File: config.mk
export PLATFORM = sky130hd
export DESIGN_NAME = pipeline_ctrl_flat
export DESIGN_NICKNAME = d
export VERILOG_FILES = /design/src/rtl/pipeline_pkg.sv /design/src/rtl/pipeline_ctrl_if.sv /design/src/rtl/sat_counter.sv /design/src/rtl/pipeline_ctrl.sv /design/src/flat_wrapper.sv
export SDC_FILE = /design/constraint.sdc
export NUM_CORES = 1
export LEC_CHECK = 0
export ABC_AREA = 1
export BUFFER_PORTS_ARGS = -buffer_cell sky130_fd_sc_hd__buf_2
export CAP_MARGIN = 20
export CORE_MARGIN = 1.5
export CORE_UTILIZATION = 61
export CTS_CLUSTER_SIZE = 24
export DETAILED_ROUTE_END_ITERATION = 12
export HOLD_SLACK_MARGIN = 0.1
export PLACE_DENSITY = 0.86
export SYNTH_ARGS = -nofsm -noshare
export SYNTH_HDL_FRONTEND = slang
export SYNTH_HIERARCHICAL = 1
export SYNTH_SLANG_ARGS = --single-unit
File: constraint.sdc
create_clock -name clk_i -period 3.3 [get_ports clk_i]
set_input_delay 0.165 -clock clk_i [delete_from_list [all_inputs] [get_ports clk_i]]
set_output_delay 0.165 -clock clk_i [all_outputs]
set_load 0.02 [all_outputs]
File: src/rtl/pipeline_pkg.sv
`default_nettype none
// ============================================================================
// Module   : pipeline_pkg
// Purpose  : Shared types and constants for the pipeline hazard/stall
//            controller: memory-handshake state encoding and the x0 register
//            address.
// Revision : 1.0  initial release
// ============================================================================
package pipeline_pkg;

    // Memory-handshake controller states
    typedef enum logic [1:0] {
        RUN      = 2'b00,
        MEM_WAIT = 2'b01,
        ERR      = 2'b10
    } state_t;

    // Architectural zero register; writes to it never create a hazard
    localparam logic [4:0] X0 = 5'd0;

endpackage : pipeline_pkg
`default_nettype wire

File: src/rtl/pipeline_ctrl_if.sv
`default_nettype none
// ============================================================================
// Module   : pipeline_ctrl_if
// Purpose  : Bundles the hazard inputs, memory handshake and pipeline control
//            outputs of the pipeline controller.
// Ports    : master - pipeline side: drives hazard/handshake inputs, observes
//                     controls, error flag and event counters.
//            slave  - controller side: the mirror image.
// Revision : 1.0  initial release
// ============================================================================
interface pipeline_ctrl_if #(
    parameter int CNT_W = 32
);
    // Hazard sources
    logic [4:0]       ID_RS1addr_i;
    logic [4:0]       ID_RS2addr_i;
    logic             EX_MemRead_i;
    logic [4:0]       EX_RDaddr_i;
    logic             ID_BranchTaken_i;
    // Data-memory handshake
    logic             MEM_Access_i;
    logic             dmem_ack_i;
    logic             dmem_req_o;
    // Pipeline controls
    logic             PCWrite_o;
    logic             IFID_Stall_o;
    logic             IFID_Flush_o;
    logic             IDEX_Bubble_o;
    logic             Freeze_o;
    // Status / performance counters
    logic             err_o;
    logic [CNT_W-1:0] stall_cnt_o;
    logic [CNT_W-1:0] flush_cnt_o;

    modport master (
        output ID_RS1addr_i, ID_RS2addr_i, EX_MemRead_i, EX_RDaddr_i,
               ID_BranchTaken_i, MEM_Access_i, dmem_ack_i,
        input  dmem_req_o, PCWrite_o, IFID_Stall_o, IFID_Flush_o,
               IDEX_Bubble_o, Freeze_o, err_o, stall_cnt_o, flush_cnt_o
    );

    modport slave (
        input  ID_RS1addr_i, ID_RS2addr_i, EX_MemRead_i, EX_RDaddr_i,
               ID_BranchTaken_i, MEM_Access_i, dmem_ack_i,
        output dmem_req_o, PCWrite_o, IFID_Stall_o, IFID_Flush_o,
               IDEX_Bubble_o, Freeze_o, err_o, stall_cnt_o, flush_cnt_o
    );

endinterface : pipeline_ctrl_if
`default_nettype wire

File: src/rtl/sat_counter.sv
`default_nettype none
// ============================================================================
// Module   : sat_counter
// Purpose  : Event counter that increments on inc and sticks at all-ones.
// Ports    : clk_i  - clock, rising edge
//            rst_i  - asynchronous active-low reset, clears the count
//            inc    - count one event at the next rising edge
//            value  - current count
// Revision : 1.0  initial release
// ============================================================================
module sat_counter #(
    parameter int W = 32
) (
    input  wire logic         clk_i,
    input  wire logic         rst_i,
    input  wire logic         inc,
    output logic      [W-1:0] value
);

    logic [W-1:0] r_value;

    always_ff @(posedge clk_i or negedge rst_i) begin
        if (!rst_i) begin
            r_value <= '0;
        end else if (inc && (r_value != '1)) begin
            r_value <= r_value + 1'b1;
        end
    end

    assign value = r_value;

endmodule : sat_counter
`default_nettype wire

File: src/rtl/pipeline_ctrl.sv
`default_nettype none
// ============================================================================
// Module   : pipeline_ctrl
// Purpose  : Central hazard and stall controller for the 5-stage RV32
//            pipeline. Detects load-use hazards and taken branches, runs the
//            data-memory request/acknowledge handshake for the instruction in
//            MEM with a wait-timeout error trap, and keeps saturating stall
//            and flush event counters.
// Ports    : clk_i   - clock, rising edge
//            rst_i   - asynchronous active-low reset
//            ctrl_if - pipeline_ctrl_if.slave: hazard inputs, memory
//                      handshake, pipeline controls, error flag, counters
// Revision : 1.0  initial release
// ============================================================================
module pipeline_ctrl
    import pipeline_pkg::*;
#(
    parameter int TIMEOUT = 64,
    parameter int CNT_W   = 32
) (
    input  wire logic        clk_i,
    input  wire logic        rst_i,
    pipeline_ctrl_if.slave   ctrl_if
);

    // Wait counter is sized to hold 0 .. TIMEOUT-1
    localparam int              WAIT_W      = (TIMEOUT > 2) ? $clog2(TIMEOUT) : 1;
    localparam logic [WAIT_W-1:0] c_WAIT_LAST = WAIT_W'(TIMEOUT - 1);

    state_t              r_state;
    logic [WAIT_W-1:0]   r_wait_cnt;

    logic w_loaduse;
    logic w_req;
    logic w_freeze;
    logic w_err;
    logic w_pcwrite;
    logic w_ifid_stall;
    logic w_ifid_flush;
    logic w_idex_bubble;
    logic w_stall_inc;

    // ------------------------------------------------------------------
    // Memory handshake FSM. The cycle that first raises the request is
    // spent in RUN; only the ack-less cycles after it count towards the
    // timeout.
    // ------------------------------------------------------------------
    always_ff @(posedge clk_i or negedge rst_i) begin
        if (!rst_i) begin
            r_state    <= RUN;
            r_wait_cnt <= '0;
        end else begin
            case (r_state)
                RUN: begin
                    if (ctrl_if.MEM_Access_i && !ctrl_if.dmem_ack_i) begin
                        r_state    <= MEM_WAIT;
                        r_wait_cnt <= '0;
                    end
                end
                MEM_WAIT: begin
                    if (ctrl_if.dmem_ack_i) begin
                        r_state <= RUN;
                    end else if (r_wait_cnt == c_WAIT_LAST) begin
                        r_state <= ERR;
                    end else begin
                        r_wait_cnt <= r_wait_cnt + 1'b1;
                    end
                end
                ERR: begin
                    // Sticky until reset
                    r_state <= ERR;
                end
                default: begin
                    r_state <= RUN;
                end
            endcase
        end
    end

    // Load-use: a load in EX writes a register the instruction in ID reads
    assign w_loaduse = ctrl_if.EX_MemRead_i
                     && (ctrl_if.EX_RDaddr_i != X0)
                     && ((ctrl_if.EX_RDaddr_i == ctrl_if.ID_RS1addr_i)
                      || (ctrl_if.EX_RDaddr_i == ctrl_if.ID_RS2addr_i));

    // ------------------------------------------------------------------
    // Handshake outputs and freeze. All are forced low while reset is
    // held so an in-flight access is abandoned without waiting for a clock.
    // ------------------------------------------------------------------
    always_comb begin
        w_req    = 1'b0;
        w_err    = 1'b0;
        case (r_state)
            RUN:      w_req = ctrl_if.MEM_Access_i;
            MEM_WAIT: w_req = 1'b1;
            ERR:      w_err = 1'b1;
            default:  w_req = 1'b0;
        endcase
        w_freeze = (w_req && !ctrl_if.dmem_ack_i) || w_err;
        if (!rst_i) begin
            w_req    = 1'b0;
            w_freeze = 1'b0;
            w_err    = 1'b0;
        end
    end

    // ------------------------------------------------------------------
    // Hazard priority: freeze > load-use > taken branch > normal flow.
    // A branch coinciding with a load-use stall is dropped; the branch
    // re-resolves in ID on the next cycle once the load data is available.
    // ------------------------------------------------------------------
    always_comb begin
        w_pcwrite     = 1'b1;
        w_ifid_stall  = 1'b0;
        w_ifid_flush  = 1'b0;
        w_idex_bubble = 1'b0;
        if (w_freeze) begin
            w_pcwrite     = 1'b0;
            w_ifid_stall  = 1'b1;
        end else if (w_loaduse) begin
            w_pcwrite     = 1'b0;
            w_ifid_stall  = 1'b1;
            w_idex_bubble = 1'b1;
        end else if (ctrl_if.ID_BranchTaken_i) begin
            w_ifid_flush  = 1'b1;
        end
        if (!rst_i) begin
            w_pcwrite     = 1'b0;
            w_ifid_stall  = 1'b0;
            w_ifid_flush  = 1'b0;
            w_idex_bubble = 1'b0;
        end
    end

    // A cycle counts as a stall whether it was caused by a freeze or a
    // load-use bubble
    assign w_stall_inc = w_freeze || w_loaduse;

    sat_counter #(
        .W (CNT_W)
    ) u_stall_cnt (
        .clk_i (clk_i),
        .rst_i (rst_i),
        .inc   (w_stall_inc),
        .value (ctrl_if.stall_cnt_o)
    );

    sat_counter #(
        .W (CNT_W)
    ) u_flush_cnt (
        .clk_i (clk_i),
        .rst_i (rst_i),
        .inc   (w_ifid_flush),
        .value (ctrl_if.flush_cnt_o)
    );

    assign ctrl_if.dmem_req_o    = w_req;
    assign ctrl_if.Freeze_o      = w_freeze;
    assign ctrl_if.err_o         = w_err;
    assign ctrl_if.PCWrite_o     = w_pcwrite;
    assign ctrl_if.IFID_Stall_o  = w_ifid_stall;
    assign ctrl_if.IFID_Flush_o  = w_ifid_flush;
    assign ctrl_if.IDEX_Bubble_o = w_idex_bubble;

endmodule : pipeline_ctrl
`default_nettype wire

File: src/flat_wrapper.sv
// flat-port wrapper written by rule: the top's interface ports become plain ports
module pipeline_ctrl_flat import pipeline_pkg::*;
#(
    parameter int TIMEOUT = 64,
    parameter int CNT_W   = 32
)
  (clk_i, rst_i, ctrl_if_ID_RS1addr_i, ctrl_if_ID_RS2addr_i, ctrl_if_EX_MemRead_i, ctrl_if_EX_RDaddr_i, ctrl_if_ID_BranchTaken_i, ctrl_if_MEM_Access_i, ctrl_if_dmem_ack_i, ctrl_if_dmem_req_o, ctrl_if_PCWrite_o, ctrl_if_IFID_Stall_o, ctrl_if_IFID_Flush_o, ctrl_if_IDEX_Bubble_o, ctrl_if_Freeze_o, ctrl_if_err_o, ctrl_if_stall_cnt_o, ctrl_if_flush_cnt_o);
  pipeline_ctrl_if #(.CNT_W(CNT_W)) ctrl_if_i ();
  input  wire logic clk_i;
  input  wire logic rst_i;
  input wire logic [$bits(ctrl_if_i.ID_RS1addr_i)-1:0] ctrl_if_ID_RS1addr_i;
  input wire logic [$bits(ctrl_if_i.ID_RS2addr_i)-1:0] ctrl_if_ID_RS2addr_i;
  input wire logic [$bits(ctrl_if_i.EX_MemRead_i)-1:0] ctrl_if_EX_MemRead_i;
  input wire logic [$bits(ctrl_if_i.EX_RDaddr_i)-1:0] ctrl_if_EX_RDaddr_i;
  input wire logic [$bits(ctrl_if_i.ID_BranchTaken_i)-1:0] ctrl_if_ID_BranchTaken_i;
  input wire logic [$bits(ctrl_if_i.MEM_Access_i)-1:0] ctrl_if_MEM_Access_i;
  input wire logic [$bits(ctrl_if_i.dmem_ack_i)-1:0] ctrl_if_dmem_ack_i;
  output wire logic [$bits(ctrl_if_i.dmem_req_o)-1:0] ctrl_if_dmem_req_o;
  output wire logic [$bits(ctrl_if_i.PCWrite_o)-1:0] ctrl_if_PCWrite_o;
  output wire logic [$bits(ctrl_if_i.IFID_Stall_o)-1:0] ctrl_if_IFID_Stall_o;
  output wire logic [$bits(ctrl_if_i.IFID_Flush_o)-1:0] ctrl_if_IFID_Flush_o;
  output wire logic [$bits(ctrl_if_i.IDEX_Bubble_o)-1:0] ctrl_if_IDEX_Bubble_o;
  output wire logic [$bits(ctrl_if_i.Freeze_o)-1:0] ctrl_if_Freeze_o;
  output wire logic [$bits(ctrl_if_i.err_o)-1:0] ctrl_if_err_o;
  output wire logic [$bits(ctrl_if_i.stall_cnt_o)-1:0] ctrl_if_stall_cnt_o;
  output wire logic [$bits(ctrl_if_i.flush_cnt_o)-1:0] ctrl_if_flush_cnt_o;
  assign ctrl_if_i.ID_RS1addr_i = ctrl_if_ID_RS1addr_i;
  assign ctrl_if_i.ID_RS2addr_i = ctrl_if_ID_RS2addr_i;
  assign ctrl_if_i.EX_MemRead_i = ctrl_if_EX_MemRead_i;
  assign ctrl_if_i.EX_RDaddr_i = ctrl_if_EX_RDaddr_i;
  assign ctrl_if_i.ID_BranchTaken_i = ctrl_if_ID_BranchTaken_i;
  assign ctrl_if_i.MEM_Access_i = ctrl_if_MEM_Access_i;
  assign ctrl_if_i.dmem_ack_i = ctrl_if_dmem_ack_i;
  assign ctrl_if_dmem_req_o = ctrl_if_i.dmem_req_o;
  assign ctrl_if_PCWrite_o = ctrl_if_i.PCWrite_o;
  assign ctrl_if_IFID_Stall_o = ctrl_if_i.IFID_Stall_o;
  assign ctrl_if_IFID_Flush_o = ctrl_if_i.IFID_Flush_o;
  assign ctrl_if_IDEX_Bubble_o = ctrl_if_i.IDEX_Bubble_o;
  assign ctrl_if_Freeze_o = ctrl_if_i.Freeze_o;
  assign ctrl_if_err_o = ctrl_if_i.err_o;
  assign ctrl_if_stall_cnt_o = ctrl_if_i.stall_cnt_o;
  assign ctrl_if_flush_cnt_o = ctrl_if_i.flush_cnt_o;
  pipeline_ctrl #(.TIMEOUT(TIMEOUT), .CNT_W(CNT_W)) u_core (.clk_i(clk_i), .rst_i(rst_i), .ctrl_if(ctrl_if_i));
endmodule
==> flow_metrics.py <==
metrics = {
    "clock_network": {
        "cts_buffer_depth": 2,
        "cts_htree_levels": 3,
        "clk_transition_reported_paths_ns": 0.08,
        "numClockSinks": 72,
        "clock_latency_ns": 0.36,
        "master_cell_of_the_clock_root_buffer": "sky130_fd_sc_hd__clkbuf_8",
        "tritoncts": "yes",
        "cts_made_buffers": 9,
    },
    "logic_synthesis": {
        "syn_nets": 803,
        "synthSimpleGateAreaFrac": 0.4957,
        "async_flop_share": 1.000,
        "yosys_warnings": 6,
        "gate_count_post_synth": 779,
        "synth-xor-area-share": 0.03456,
        "synth.largest_area_cell": "sky130_fd_sc_hd__dfrtp_1",
        "synth_top_family_by_area": "simple AND/OR/NAND/NOR gates",
        "synth_fa_ha_area_frac": 0.007406,
        "synth_top_cells_by_area": "sky130_fd_sc_hd__dfrtp_1, sky130_fd_sc_hd__nand2_1, sky130_fd_sc_hd__nor2_1, sky130_fd_sc_hd__inv_1, sky130_fd_sc_hd__nand3_1",
        "synth.avg_cell_area_um2": 6.507,
        "synth.yosys.seq_area_share": 0.3555,
        "syn_area_mm2": 0.005069,
        "synth_edf_count": 0,
        "synth_compound_area_frac": 0.02493,
        "fraction_of_post_synthesis_cell_area_in_the_top_cell_type_by_area": 0.3555,
        "synth-seq-cells": 72,
        "synth_cell_type_count": 29,
        "synth_flop_cell": "sky130_fd_sc_hd__dfrtp_1",
        "synthMuxAreaShare": 0,
    },
    "power": {
        "clock_power_share": 0.391,
        "post-layout-total-power_mw": 2.230,
        "switchingPower_mw": 0.6511,
        "seq_power_share": 0.456,
        "cellLeakagePower_nw": 2.878,
        "max_rail_drop_vdd_mv": 0.3523,
        "power_per_cell_area_mw_per_mm2": 382.5,
        "power_frac_comb": 0.153,
        "power.internal_mw": 1.578,
        "swShare": 0.2920,
    },
    "route": {
        "routed_wirelength_um": 13190,
        "antenna_violating_nets_post_route": 0,
        "wl_per_cell_um": 13.38,
        "detailroute.via_count": 5268,
        "via_per_inst": 5.343,
        "drt-initial-drc-count": 419,
        "drcViolationCount": 0,
        "drt_first_pass_iters": 5,
    },
    "sta": {
        "final_number_of_max_transition_violations": 0,
        "worst_slew_margin_rel": 0.4148,
        "final.period_utilization": 0.7637,
        "tightest_slew_ns": 0.8779,
        "setup_tns_ns": 0,
        "final_hold_viol_count": 0,
        "grt_setup_unrepaired": "false",
        "final_setup_violation_count": 0,
        "max_freq_ghz": 0.3968,
        "final_period_minus_worst_setup_slack_ns": 2.520,
        "finalClockSkew_ns": 0.01402,
    },
    "min_path": {
        "hold_path.class": "input port to async pin",
    },
    "place": {
        "dp_hpwl_um": 9823,
        "post_dp_cell_area_mm2": 0.005560,
        "port_buffers": 91,
        "instance_count_after_placement_with_tap_cells_included": 967,
        "globalplace.congestion": 0.9784,
    },
    "finish": {
        "layout.filler_cells": 722,
        "nets": 899,
        "post_layout_util": 0.7165,
        "area_growth_pct": 14.98,
        "final_design_area_no_fill_mm2": 0.005828,
        "ff_latch_area_mm2": 0.001802,
        "drive_gt1_frac": 0.1727,
        "layoutNonFillerInstCount": 986,
        "area_used_by_multi_input_combinational_logic_mm2": 0.002851,
    },
    "die": {
        "fp.dieW_um": 94.16,
        "row_count": 33,
        "die-height_um": 94.16,
        "io_pins": 92,
        "floorplan.initialDensity": 0.6231,
        "die_area_mm2": 0.008865,
        "core_area_mm2": 0.008134,
    },
    "grt": {
        "maximum_number_of_pins_on_one_net_before_global_route_repair": 68,
        "grt_pass1_wl_um": 21880,
        "grt.total_usage": 0.3111,
        "global_route.overflow_total": 0,
        "use_met2": 0.4826,
        "grt_use_met3": 0.05744,
        "first_global_vias": 4866,
        "top_usage_layer": "met2",
        "globalRouteMet1Util": 0.4273,
        "grt_antenna_before_repair": 0,
    },
    "worst_setup_path": {
        "critPathTopFamily": "simple AND/OR/NAND/NOR gates",
        "setup.worst_path.end_class": "register",
        "critical_path.cell_chain": "or2_1 -> nand3_1 -> nand2_1 -> nand2_1 -> nand3_1 -> nor2_1 -> buf_4 -> inv_1 -> nor2_1 -> nand2_1 -> nor2_1 -> nand3_1 -> nand2_1 -> nand2_1",
        "cp-start-kind": "register",
        "cp.required_ns": 3.54,
        "worst-path-max-fanout": 7,
        "cp_data_arrival_time_ns": 2.76,
        "slowest_stage": "sky130_fd_sc_hd__dfrtp_1",
        "max_stage_delay_ns": 0.40,
        "critical_path_type": "register to register",
        "worst-path-buf-inv": 2,
        "cpMostUsedCell": "sky130_fd_sc_hd__nand2_1",
    },
    "job": {
        "cap_violations": 0,
    },
    "status": {
        "run_status": "completed",
    },
}
-- power groups by stage --
| stage | registers [mW] | logic (mW) | clock network, mW |
|---|---|---|---|
| global route | 1.03 | 0.381 | 0.922 |
| global placement | 1.03 | 0.333 | 0 |
| finish | 1.02 | 0.341 | 0.872 |
| detailed placement | 1.03 | 0.339 | 0 |
| CTS | 1.01 | 0.344 | 0.879 |
| floorplan | 1.08 | 0.161 | 0 |
-- per-stage QoR --
| stage | hold WS, ns | worst slack (ns) |
|---|---|---|
| 2_1_floorplan | -0.1306 | 0.7947 |
| 3_3_place_gp | -0.009563 | 0.9856 |
| 3_5_place_dp | -0.008531 | 0.8551 |
| 4_1_cts | 0.2278 | 0.8328 |
| 5_1_grt | 0.2519 | 0.5673 |
| 6_report | 0.2499 | 0.7799 |
-- worst paths after layout --
check | from | endpoint | slack (ns) | cells after the start
max | u_core/r_state[0] | u_core/u_flush_cnt/value[22] | 0.78 | 14
min | rst_i | u_core/r_state[1] | 0.25 | 2
max reg2reg | u_core/r_state[0] | u_core/u_flush_cnt/value[22] | 0.78 | 14
min reg2reg | u_core/r_wait_cnt[1] | u_core/r_wait_cnt[1] | 0.51 | 2
max in group asynchronous | rst_i | u_core/u_stall_cnt/value[18] | 1.99 | 3
min in group clk_i | ctrl_if_ID_BranchTaken_i | u_core/u_flush_cnt/value[24] | 0.37 | 6
-- layout make-up --
class,instances,share of cell area
Inverter,80,0.05195
Tap cell,105,0.02254
Clock buffer,11,0.02426
Multi-Input combinational cell,617,0.4893
Clock inverter,5,0.01782
Timing Repair Buffer,95,0.08459
Sequential cell,72,0.3091
Antenna cell,1,0.0004294
-- Yosys cell counts, types with 3 or more instances --
| cell type | count |
|---|---|
| sky130_fd_sc_hd__inv_1 | 77 |
| sky130_fd_sc_hd__o21ai_0 | 11 |
| sky130_fd_sc_hd__nand2_2 | 17 |
| sky130_fd_sc_hd__nand3b_1 | 16 |
| sky130_fd_sc_hd__nand2_4 | 4 |
| sky130_fd_sc_hd__nor2_2 | 4 |
| sky130_fd_sc_hd__nand2_1 | 324 |
| sky130_fd_sc_hd__nand3_1 | 55 |
| sky130_fd_sc_hd__nand3_2 | 3 |
| sky130_fd_sc_hd__xor2_1 | 4 |
| sky130_fd_sc_hd__nor3_1 | 3 |
| sky130_fd_sc_hd__ha_1 | 3 |
| sky130_fd_sc_hd__dfrtp_1 | 72 |
| sky130_fd_sc_hd__nor2_4 | 8 |
| sky130_fd_sc_hd__nor2_1 | 117 |
| sky130_fd_sc_hd__xnor2_1 | 16 |
| sky130_fd_sc_hd__buf_6 | 6 |
| sky130_fd_sc_hd__nand4_1 | 21 |
-- state kept, by name, summed over array words and instances, names as in the netlist --
signal and count:
u_core/u_flush_cnt/value 32, u_core/r_wait_cnt 6, u_core/u_stall_cnt/value 32, u_core/r_state 2
-- cells in the final DEF (no fill, tap or decap), drive strengths merged --
cell,Yosys,routed
buf,10,93
ha,3,3
or2,3,3
dfrtp,72,72
nand2,345,345
clkbuf,0,11
o21ai,12,12
bufinv,0,3
nor3,3,3
nand3b,16,16
dlygate4sd3,0,2
xnor2,16,16
nand4,21,21
nor2,129,129
o21bai,3,3
nand3,58,58
inv,80,80
o31ai,2,2
xor2,4,4
diode,0,1
clkinv,0,2
a21oi,2,2
-- cell families (layout without fill, tap and decap cells) --
logic type	after synthesis	in the layout
DFF	72	72
xor gates and xnor gates	20	20
AOI/OAI and AO/OA	19	19
adders and majority gates	3	3
and+or+nand+nor	575	575
other	0	1
buffers and inverters	90	191
-- layer usage --
layer	vias to the layer above	part of all wire
met5	-	0
met4	0	0.019
met3	25	0.082
met2	237	0.45
met1	2389	0.44
li1	2617	-
-- what timing repair did --
action,4_1_cts,5_1_grt
hold buffers,2,0
endpoints found under the setup margin,0,0
setup buffers,0,0
endpoints found under the hold margin,6,0
gates resized for setup,0,0
-- worst reg2reg max path: stages (launching register included) --
cell	delay (ns)
sky130_fd_sc_hd__dfrtp_1	0.40
sky130_fd_sc_hd__or2_1	0.25
sky130_fd_sc_hd__nand3_1	0.11
sky130_fd_sc_hd__nand2_1	0.06
sky130_fd_sc_hd__nand2_1	0.11
sky130_fd_sc_hd__nand3_1	0.09
sky130_fd_sc_hd__nor2_1	0.12
sky130_fd_sc_hd__buf_4	0.19
sky130_fd_sc_hd__inv_1	0.09
sky130_fd_sc_hd__nor2_1	0.25
sky130_fd_sc_hd__nand2_1	0.12
sky130_fd_sc_hd__nor2_1	0.36
sky130_fd_sc_hd__nand3_1	0.14
sky130_fd_sc_hd__nand2_1	0.09
sky130_fd_sc_hd__nand2_1	0.05
No activity file was read; power rests on OpenSTA's default activity.
